### config.mk
export PLATFORM = sky130hd
export DESIGN_NAME = sha256_msg_padder
export DESIGN_NICKNAME = d
export VERILOG_FILES = /design/src/rtl/sha256_pkg.sv /design/src/rtl/sha256_pad_word.sv /design/src/rtl/sha256_msg_padder.sv
export SDC_FILE = /design/constraint.sdc
export NUM_CORES = 1
export LEC_CHECK = 0
export CAP_MARGIN = 25
export CORE_ASPECT_RATIO = 0.75
export CORE_MARGIN = 3
export CORE_UTILIZATION = 46
export DETAILED_ROUTE_END_ITERATION = 6
export PLACE_DENSITY = 0.77
export SKIP_LAST_GASP = 1
export SLEW_MARGIN = 20
export SYNTH_ARGS = -nofsm -noshare
export SYNTH_HDL_FRONTEND = slang
export SYNTH_SLANG_ARGS = --single-unit
### constraint.sdc
create_clock -name clk_i -period 3.69 [get_ports clk_i]
set_clock_uncertainty 0.15 [all_clocks]
set_input_delay 0.5535 -clock clk_i [delete_from_list [all_inputs] [get_ports clk_i]]
set_output_delay 0.5535 -clock clk_i [all_outputs]
set_load 0.05 [all_outputs]
### src/rtl/sha256_pkg.sv
// Shared SHA-256 constants: block, word and length-field widths, padder state codes, pad byte.
package sha256_pkg;

  localparam int SHA256_BLK_W       = 512;
  localparam int SHA256_WORD_W      = 32;
  localparam int SHA256_LEN_FIELD_W = 64;

  typedef logic [2:0] pad_state_t;

  localparam pad_state_t ST_FILL       = 3'd0;
  localparam pad_state_t ST_SEND       = 3'd1;
  localparam pad_state_t ST_SEND_PAD   = 3'd2;
  localparam pad_state_t ST_LEN        = 3'd3;
  localparam pad_state_t ST_SEND_FINAL = 3'd4;

  localparam logic [7:0] SHA256_PAD_BYTE = 8'h80;

endpackage

### src/rtl/sha256_pad_word.sv
// Last-word shaping: keeps the first nbytes bytes, inserts the 0x80 marker right after them
// and zeroes the rest; spill flags a full word, so the marker belongs to the next word.
module sha256_pad_word
  import sha256_pkg::*;
(
  input  logic [SHA256_WORD_W-1:0] data,
  input  logic [2:0]               nbytes,
  output logic [SHA256_WORD_W-1:0] word,
  output logic                     spill
);

  logic [2:0] n;

  always_comb begin
    n     = (nbytes > 3'd4) ? 3'd4 : nbytes;
    spill = (n == 3'd4);
    word  = '0;
    for (int k = 0; k < 4; k++) begin
      if (3'(k) < n)
        word[SHA256_WORD_W-1-8*k -: 8] = data[SHA256_WORD_W-1-8*k -: 8];
      else if (3'(k) == n)
        word[SHA256_WORD_W-1-8*k -: 8] = SHA256_PAD_BYTE;
    end
  end

endmodule

### src/rtl/sha256_msg_padder.sv
// FIPS 180-4 message padder feeding the SHA-256 core with 512-bit blocks.
// Optional SHA256_PAD_BLKCNT_EN adds blk_cnt_o (blocks transferred in current message).
//
// state      | meaning
// FILL       | accepting message words into the block buffer
// SEND       | full data block offered, no padding in it
// SEND_PAD   | block holding the tail/marker offered, length needs one more block
// LEN        | building the trailing length-only block
// SEND_FINAL | last block of the message (with length field) offered
module sha256_msg_padder
  import sha256_pkg::*;
#(
  parameter int LEN_W = 64
) (
  input  logic                     clk_i,
  input  logic                     rst_i,
  input  logic                     w_v_i,
  input  logic [SHA256_WORD_W-1:0] w_data_i,
  input  logic                     w_last_i,
  input  logic [2:0]               w_nbytes_i,
  output logic                     w_ready_o,
  output logic                     blk_v_o,
  output logic [SHA256_BLK_W-1:0]  blk_o,
  output logic                     blk_new_o,
  input  logic                     blk_ready_i
`ifdef SHA256_PAD_BLKCNT_EN
  ,
  output logic [15:0]              blk_cnt_o
`endif
);

  localparam logic [SHA256_WORD_W-1:0] PAD_WORD = {SHA256_PAD_BYTE, 24'd0};

  pad_state_t                      state;
  logic [3:0]                      idx;
  logic [LEN_W-1:0]                len;
  logic                            first;
  logic                            pad_lead;
  logic [15:0][SHA256_WORD_W-1:0]  blk_q;

  logic [2:0]                      nbytes_eff;
  logic [SHA256_WORD_W-1:0]        padded;
  logic                            spill;
  logic [LEN_W-1:0]                len_next;
  logic [SHA256_LEN_FIELD_W-1:0]   len_field_next;
  logic [SHA256_LEN_FIELD_W-1:0]   len_field;
  logic                            accept;
  logic                            xfer;

  sha256_pad_word u_pad_word (
    .data   (w_data_i),
    .nbytes (nbytes_eff),
    .word   (padded),
    .spill  (spill)
  );

  assign nbytes_eff     = w_last_i ? w_nbytes_i : 3'd4;
  assign len_next       = len + LEN_W'({nbytes_eff, 3'b000});
  assign len_field_next = SHA256_LEN_FIELD_W'(len_next);
  assign len_field      = SHA256_LEN_FIELD_W'(len);

  assign w_ready_o = (state == ST_FILL);
  assign blk_v_o   = (state == ST_SEND) || (state == ST_SEND_PAD) || (state == ST_SEND_FINAL);
  assign blk_new_o = blk_v_o & first;
  assign blk_o     = blk_q;
  assign accept    = w_v_i & w_ready_o;
  assign xfer      = blk_v_o & blk_ready_i;

  // Word 0 lives in blk_q[15] so the flat buffer is already in wire order.
  always_ff @(posedge clk_i) begin
    if (rst_i) begin
      state    <= ST_FILL;
      idx      <= '0;
      len      <= '0;
      first    <= 1'b1;
      pad_lead <= 1'b0;
      blk_q    <= '0;
    end else begin
      case (state)
        ST_FILL: begin
          if (accept) begin
            blk_q[4'd15 - idx] <= padded;
            len                <= len_next;
            idx                <= idx + 4'd1;
            if (!w_last_i) begin
              if (idx == 4'd15)
                state <= ST_SEND;
            end else if (!spill) begin
              if (idx <= 4'd13) begin
                {blk_q[1], blk_q[0]} <= len_field_next;
                state                <= ST_SEND_FINAL;
              end else begin
                state <= ST_SEND_PAD;
              end
            end else if (idx <= 4'd12) begin
              blk_q[4'd14 - idx]   <= PAD_WORD;
              {blk_q[1], blk_q[0]} <= len_field_next;
              state                <= ST_SEND_FINAL;
            end else if (idx <= 4'd14) begin
              blk_q[4'd14 - idx] <= PAD_WORD;
              state              <= ST_SEND_PAD;
            end else begin
              // Block ends exactly on the message; marker opens the length block.
              pad_lead <= 1'b1;
              state    <= ST_SEND_PAD;
            end
          end
        end

        ST_SEND, ST_SEND_PAD, ST_SEND_FINAL: begin
          if (blk_ready_i) begin
            blk_q <= '0;
            idx   <= '0;
            first <= 1'b0;
            case (state)
              ST_SEND:     state <= ST_FILL;
              ST_SEND_PAD: state <= ST_LEN;
              default: begin
                state <= ST_FILL;
                len   <= '0;
                first <= 1'b1;
              end
            endcase
          end
        end

        ST_LEN: begin
          blk_q[15]            <= pad_lead ? PAD_WORD : '0;
          {blk_q[1], blk_q[0]} <= len_field;
          pad_lead             <= 1'b0;
          state                <= ST_SEND_FINAL;
        end

        default: state <= ST_FILL;
      endcase
    end
  end

`ifdef SHA256_PAD_BLKCNT_EN
  logic [15:0] blk_cnt;

  always_ff @(posedge clk_i) begin
    if (rst_i)
      blk_cnt <= '0;
    else if (xfer)
      blk_cnt <= (state == ST_SEND_FINAL) ? 16'd0 : blk_cnt + 16'd1;
  end

  assign blk_cnt_o = blk_cnt;
`endif

endmodule
==> impl_metrics.ini, run 1 <==
[outcome]
status = finished with violations
violations = DRC

[global_routing]
grt_pass1_wl_mm = 162
groute.usage.overall = 0.382
grt_antenna_before_repair = 9
grt_pass1_vias = 24300
grt_max_degree = 125
overflow = 0

[synthesis]
synth.net_count = 2874
yosysWarnings = 0
async_reset_ff_frac = 0
syn_avg_cell_area_um2 = 8.65
yosysTopAreaCellShare = 0.477
synthTopCellsByArea = dfxtp_1 (48%), a22oi_1 (10%), nor2_1 (6.8%)
yosysTopAreaCell = dfxtp_1
synthTopCellsByCount = dfxtp_1 (582), nor2_1 (445), a22oi_1 (329), clkbuf_1 (250), nand2_1 (172)
yosysSeqAreaShare = 0.477
synth_edf_count = 0
synth-seq-cells = 582
synth_ff_type = dfxtp_1
synthCells = 2823
synth_area_mm2 = 0.0244
yosysMostFrequentCell = dfxtp_1
synth_cell_types = 83

[critical_path]
cp_max_fo = 18
required_ns = 2.99
slowest_stage = clkdlybuf4s50_1
reg2reg_to = blk_o[54]
crit_arrival_ns = 2.81
slowest_delay_ns = 0.85
r2r-start = idx[0]
critPathCaptureType = primary output
r2r_slack_ns = 0.33
path_cells = or3_1 > inv_1 > clkdlybuf4s50_1
critPathKind = register to primary output
r2r_cells = 8
start_kind = register

[route]
dr_total_vias = 26300
via_per_inst = 6.45
drc = 3
first_pass_iters = 7
wl_mm = 113
drt_iter0_markers = 3794
final_antenna_net_count = 0
routedWlPerCell_um = 27.7

[timing]
fin_setup_tns_ns = 0
period_minus_slack_ns = 3.51
worst_pin_slew_ns = 1.07
rsz0062_at_grt = false
fmax_mhz = 285
finalHoldViolCount = 0
relSlewSlack = 0.288
slew_violations = 0
setup_viol = 0
fin_crit_sh = 0.952

[clocking]
ctsResizeCount = 0
clock_path_buffers = 3
cts_tree = built
root_buffer = clkbuf_16
clk_latency_ns = 0.63
cts_setup_buffers = 0
cts_hold_buf = 0
h-tree-depth = 2
cts.sinks = 582
cts_made_buffers = 57
path_clk_slew_ns = 0.07

[hold_path]
whs_path_depth = 2
min_from = rst_i
min_path_type = input pin to register
min_to = blk_o[145]

[finish]
final_area_mm2 = 0.0337
areaGrowthSynthToFinish_pct = 38.1
nNetsFinal = 3373
drive_gt1_frac = 0.109

[floorplan]
die_w_um = 272
die-height_um = 206
rows = 72
num_io_pins = 555
core_area_mm2 = 0.0520
initial_core_util = 0.470
die_area_mm2 = 0.0559

[flow_run]
maxCapViolations = 0

[place]
dp_hpwl_mm = 79.8
gp_congestion = 0.997
dpl_cell_area_mm2 = 0.0316
io_buffers = 554

[power_and_ir_drop]
p_leak_nw = 11.8
peakVddDrop_mv = 0.387
power_density_mw_per_mm2 = 517
[sequential cells by signal, summed over array words and instances, names as in the netlist]
name / flops
state: 3
first: 1
pad_lead: 1
blk_o: 512
idx: 4
len: 61
[routing by layer]
metal | vias up | part of all wire | global-route usage
li1 | 11400 | - | -
met1 | 12700 | 0.38 | 0.496
met2 | 1911 | 0.43 | 0.565
met3 | 381 | 0.13 | 0.115
met4 | 2 | 0.064 | 0.224
met5 | - | 0.000089 | 0
[metrics by stage]
| step | setup WS [ns] | utilization | hold WS, ns | std cells | power (mW) |
|---|---|---|---|---|---|
| 2_1_floorplan | 0.0660 | - | 0.312 | 2823 | 9.07 |
| 3_3_place_gp | -0.0461 | 0.607 | 0.299 | 3966 | 10.8 |
| 3_5_place_dp | -0.0467 | 0.607 | 0.300 | 3966 | 10.8 |
| 4_1_cts | 0.173 | 0.648 | 0.300 | 4073 | 17.3 |
| 5_1_grt | 0.0870 | 0.649 | 0.319 | 4079 | 17.9 |
| 6_report | 0.175 | 0.649 | 0.265 | 4082 | 17.4 |
[cell type report]
type,instances,area (um2)
inverter,25,93.8
antenna,9,22.5
clock inverter,37,576
tap,703,880
multi-input combinational,1923,11700
clock buffer,70,1580
fill,4188,18300
timing repair buffer,733,7230
sequential,582,11700
[power by group]
group	total, mW	internal (mW)	switching [mW]
Clock	6.63	3.97	2.66
Combinational	4.14	1.20	2.94
Sequential	6.66	6.47	0.195
Total	17.4	11.6	5.80
[worst max-delay path: cells and delay by family (launching register included)]
kind	cells	cell delay, ns
flops	1	0.53
simple gates	1	0.57
buf+inv	2	1.10
[how the worst max path moves through the flow]
stage                     startpoint   endpoint  cells past startpoint
final                       state[2]  w_ready_o                      3
after global routing        state[2]  w_ready_o                      3
after CTS                   state[2]  w_ready_o                      3
after detailed placement    w_last_i  blk_o[55]                     12
after global placement      w_last_i  blk_o[55]                     12
after floorplan             w_last_i  blk_o[51]                     14
[layout by cell type, fill, tap and decap left out, types with 12 or more instances in the layout]
cell type / synthesis / layout
a21oi_1: 129 / 126
and4_1: 14 / 14
inv_1: 25 / 25
nor2_1: 445 / 432
nand3_1: 33 / 33
clkbuf_16: 0 / 57
a221oi_1: 13 / 13
dfxtp_1: 582 / 582
a211oi_1: 28 / 27
nor4_1: 49 / 49
clkinv_2: 0 / 13
a31oi_1: 43 / 43
nand2_1: 172 / 172
a21boi_0: 16 / 12
buf_12: 0 / 27
o21ai_0: 137 / 127
nor3_1: 57 / 53
nor2b_1: 46 / 40
buf_4: 1 / 154
a22oi_1: 329 / 329
nand4_1: 13 / 13
clkdlybuf4s50_1: 0 / 551
and2_1: 24 / 23
a22o_1: 127 / 127
and3_1: 18 / 18
mux2i_1: 12 / 12
bufinv_16: 0 / 13
[cell families after synthesis]
family / count (synthesis) / share of synthesized area
flip-flops: 582 / 0.477
buffers and inverters: 318 / 0.0507
XOR/XNOR: 17 / 0.00610
AO/OA/AOI/OAI: 940 / 0.272
AND/OR/NAND/NOR: 939 / 0.182
adder cells (fa/ha/maj): 11 / 0.00594
multiplexers: 16 / 0.00676
No activity file was read; power rests on OpenSTA's default activity.
==> run 2: changes to the inputs <==
==> constraint.sdc (replaced) <==
create_clock -name clk_i -period 3.1 [get_ports clk_i]
set_clock_uncertainty 0.15 [all_clocks]
set_input_delay 0.465 -clock clk_i [delete_from_list [all_inputs] [get_ports clk_i]]
set_output_delay 0.465 -clock clk_i [all_outputs]
set_load 0.05 [all_outputs]
==> run 2 against run 1 <==
  * The flow now finishes without violations
  * Via count up 1.4%
  * Critical path depth rose by 4
  * First-iteration DRC count fell by 2.8%
  * Utilization increased by 1.6 points
  * Flip-flop and latch count stayed put
  * Sequential share of layout area down 0.82 points
  * Final cell count rose by 2.1%
  * Non-clock buffer count up 92
  * Critical path type unchanged
==> impl_metrics.ini, run 2 (synthesis results as in run 1) <==
[timing]
worst_pin_slew_ns = 1.12
fmax_mhz = 336
relSlewSlack = 0.251
worst_slack_ns = 0.125
fin_crit_sh = 0.960
period_minus_slack_ns = 2.98
slew_violations = 0
setup_viol = 0
rsz0062_at_grt = false
finalHoldViolCount = 0
fin_setup_tns_ns = 0

[clocking]
h-tree-depth = 2
cts_made_buffers = 56
path_clk_slew_ns = 0.06
root_buffer = clkbuf_16
clk_latency_ns = 0.63
cts_tree = built
cts.sinks = 582
clock_path_buffers = 3

[power_and_ir_drop]
p_switching_mw = 7.05
power_frac_seq = 0.382
p_leak_nw = 12.2
power_density_mw_per_mm2 = 601
swShare = 0.340
comb_power_share = 0.258
power.internal_mw = 13.7
peakVddDrop_mv = 0.574
clkPwrFrac = 0.360

[route]
routedWlPerCell_um = 27.9
drt_iter0_markers = 3689
via_per_inst = 6.41
dr_total_vias = 26700
first_pass_iters = 6
wl_mm = 116
drc = 0
final_antenna_net_count = 0

[critical_path]
critPathBufInv = 5
critPathKind = register to primary output
slowest_stage = or3_4
slowest_delay_ns = 0.44
path_cells = buf_4 > or3_4 > nand3_1 > buf_6 > inv_1 > buf_4 > buf_12
crit_arrival_ns = 2.36
required_ns = 2.48
path_delay_family = buffers and inverters
start_kind = register
cp_max_fo = 15
critPathCaptureType = primary output
cp_common_cell = buf_4

[global_routing]
grt_pass1_vias = 25100
overflow = 0
groute.usage.overall = 0.394
grt_pass1_wl_mm = 167
grt_max_degree = 132
grt_antenna_before_repair = 10

[finish]
areaGrowthSynthToFinish_pct = 41.5
instances_no_fill = 4166
drive_gt1_frac = 0.133
nNetsFinal = 3464
final_cell_mix = dfxtp_1 (580), clkdlybuf4s50_1 (549), nor2_1 (431)
final_common_cell = dfxtp_1
largest_reg_flops = 512
nFillCells = 4116
utilization = 0.665

[floorplan]
die_w_um = 272
die_area_mm2 = 0.0559
initial_core_util = 0.470
die-height_um = 206
num_io_pins = 555
core_area_mm2 = 0.0520
rows = 72

[place]
place_ws_ns = -0.503
place_inst = 4057
dp_hpwl_mm = 81.4
gp_congestion = 1.00
io_buffers = 554

[hold_path]
min_path_type = input pin to register

[flow_run]
maxCapViolations = 0

[outcome]
status = finished, final reports clean
run 2: repair_timing:
| action | CTS | global route |
|---|---|---|
| buffers inserted | 1 | 0 |
| endpoints found under the setup margin | 2 | 12 |
| hold buffers | 0 | 0 |
| resized for setup | 3 | 8 |
| pin swaps | 0 | 0 |
run 2: power by group through the flow:
stage               registers (mW)  clock network (mW)  logic, mW
floorplan                     8.68                   0       2.13
global placement              8.08                   0       5.11
detailed placement            8.09                   0       5.17
CTS                           7.92                7.46       5.21
global route                  7.95                7.76       5.56
finish                        7.93                7.46       5.36
run 2: path summary, 6_finish.rpt:
check | startpoint | end | slack [ns] | cells past startpoint
hold reg to reg | blk_o[287] | blk_o[287] | 0.31 | 2
setup reg to reg | idx[1] | blk_o[229] | 0.17 | 8
hold / removal | rst_i | blk_o[218] | 0.11 | 2
setup / recovery | state[2] | blk_v_o | 0.12 | 7
run 2: metal layers:
layer / GRT usage / up-vias / routed length [um]
met5: 0 / - / 82
met4: 0.211 / 14 / 6480
met3: 0.121 / 385 / 14700
met2: 0.584 / 1913 / 49900
met1: 0.515 / 12900 / 45000
li1: - / 11500 / -
run 2: layout make-up:
cell class	instances	area, um2	area share
repair buffers	825	8200	0.237
multi-input cells	1923	11700	0.340
clock inverters	31	475	0.0138
inverters	25	93.8	0.00272
flip-flops and latches	582	11700	0.337
well taps	703	880	0.0255
clock buffers	70	1490	0.0432
diodes	7	17.5	0.000507
run 2: through the flow:
step	instance area, um2	hold slack (ns)	power [mW]
4_1_cts	34500	0.128	20.6
5_1_grt	34500	0.148	21.3
3_3_place_gp	32500	0.300	13.2
3_5_place_dp	32500	0.301	13.3
2_1_floorplan	24500	0.314	10.8
6_report	34600	0.109	20.8
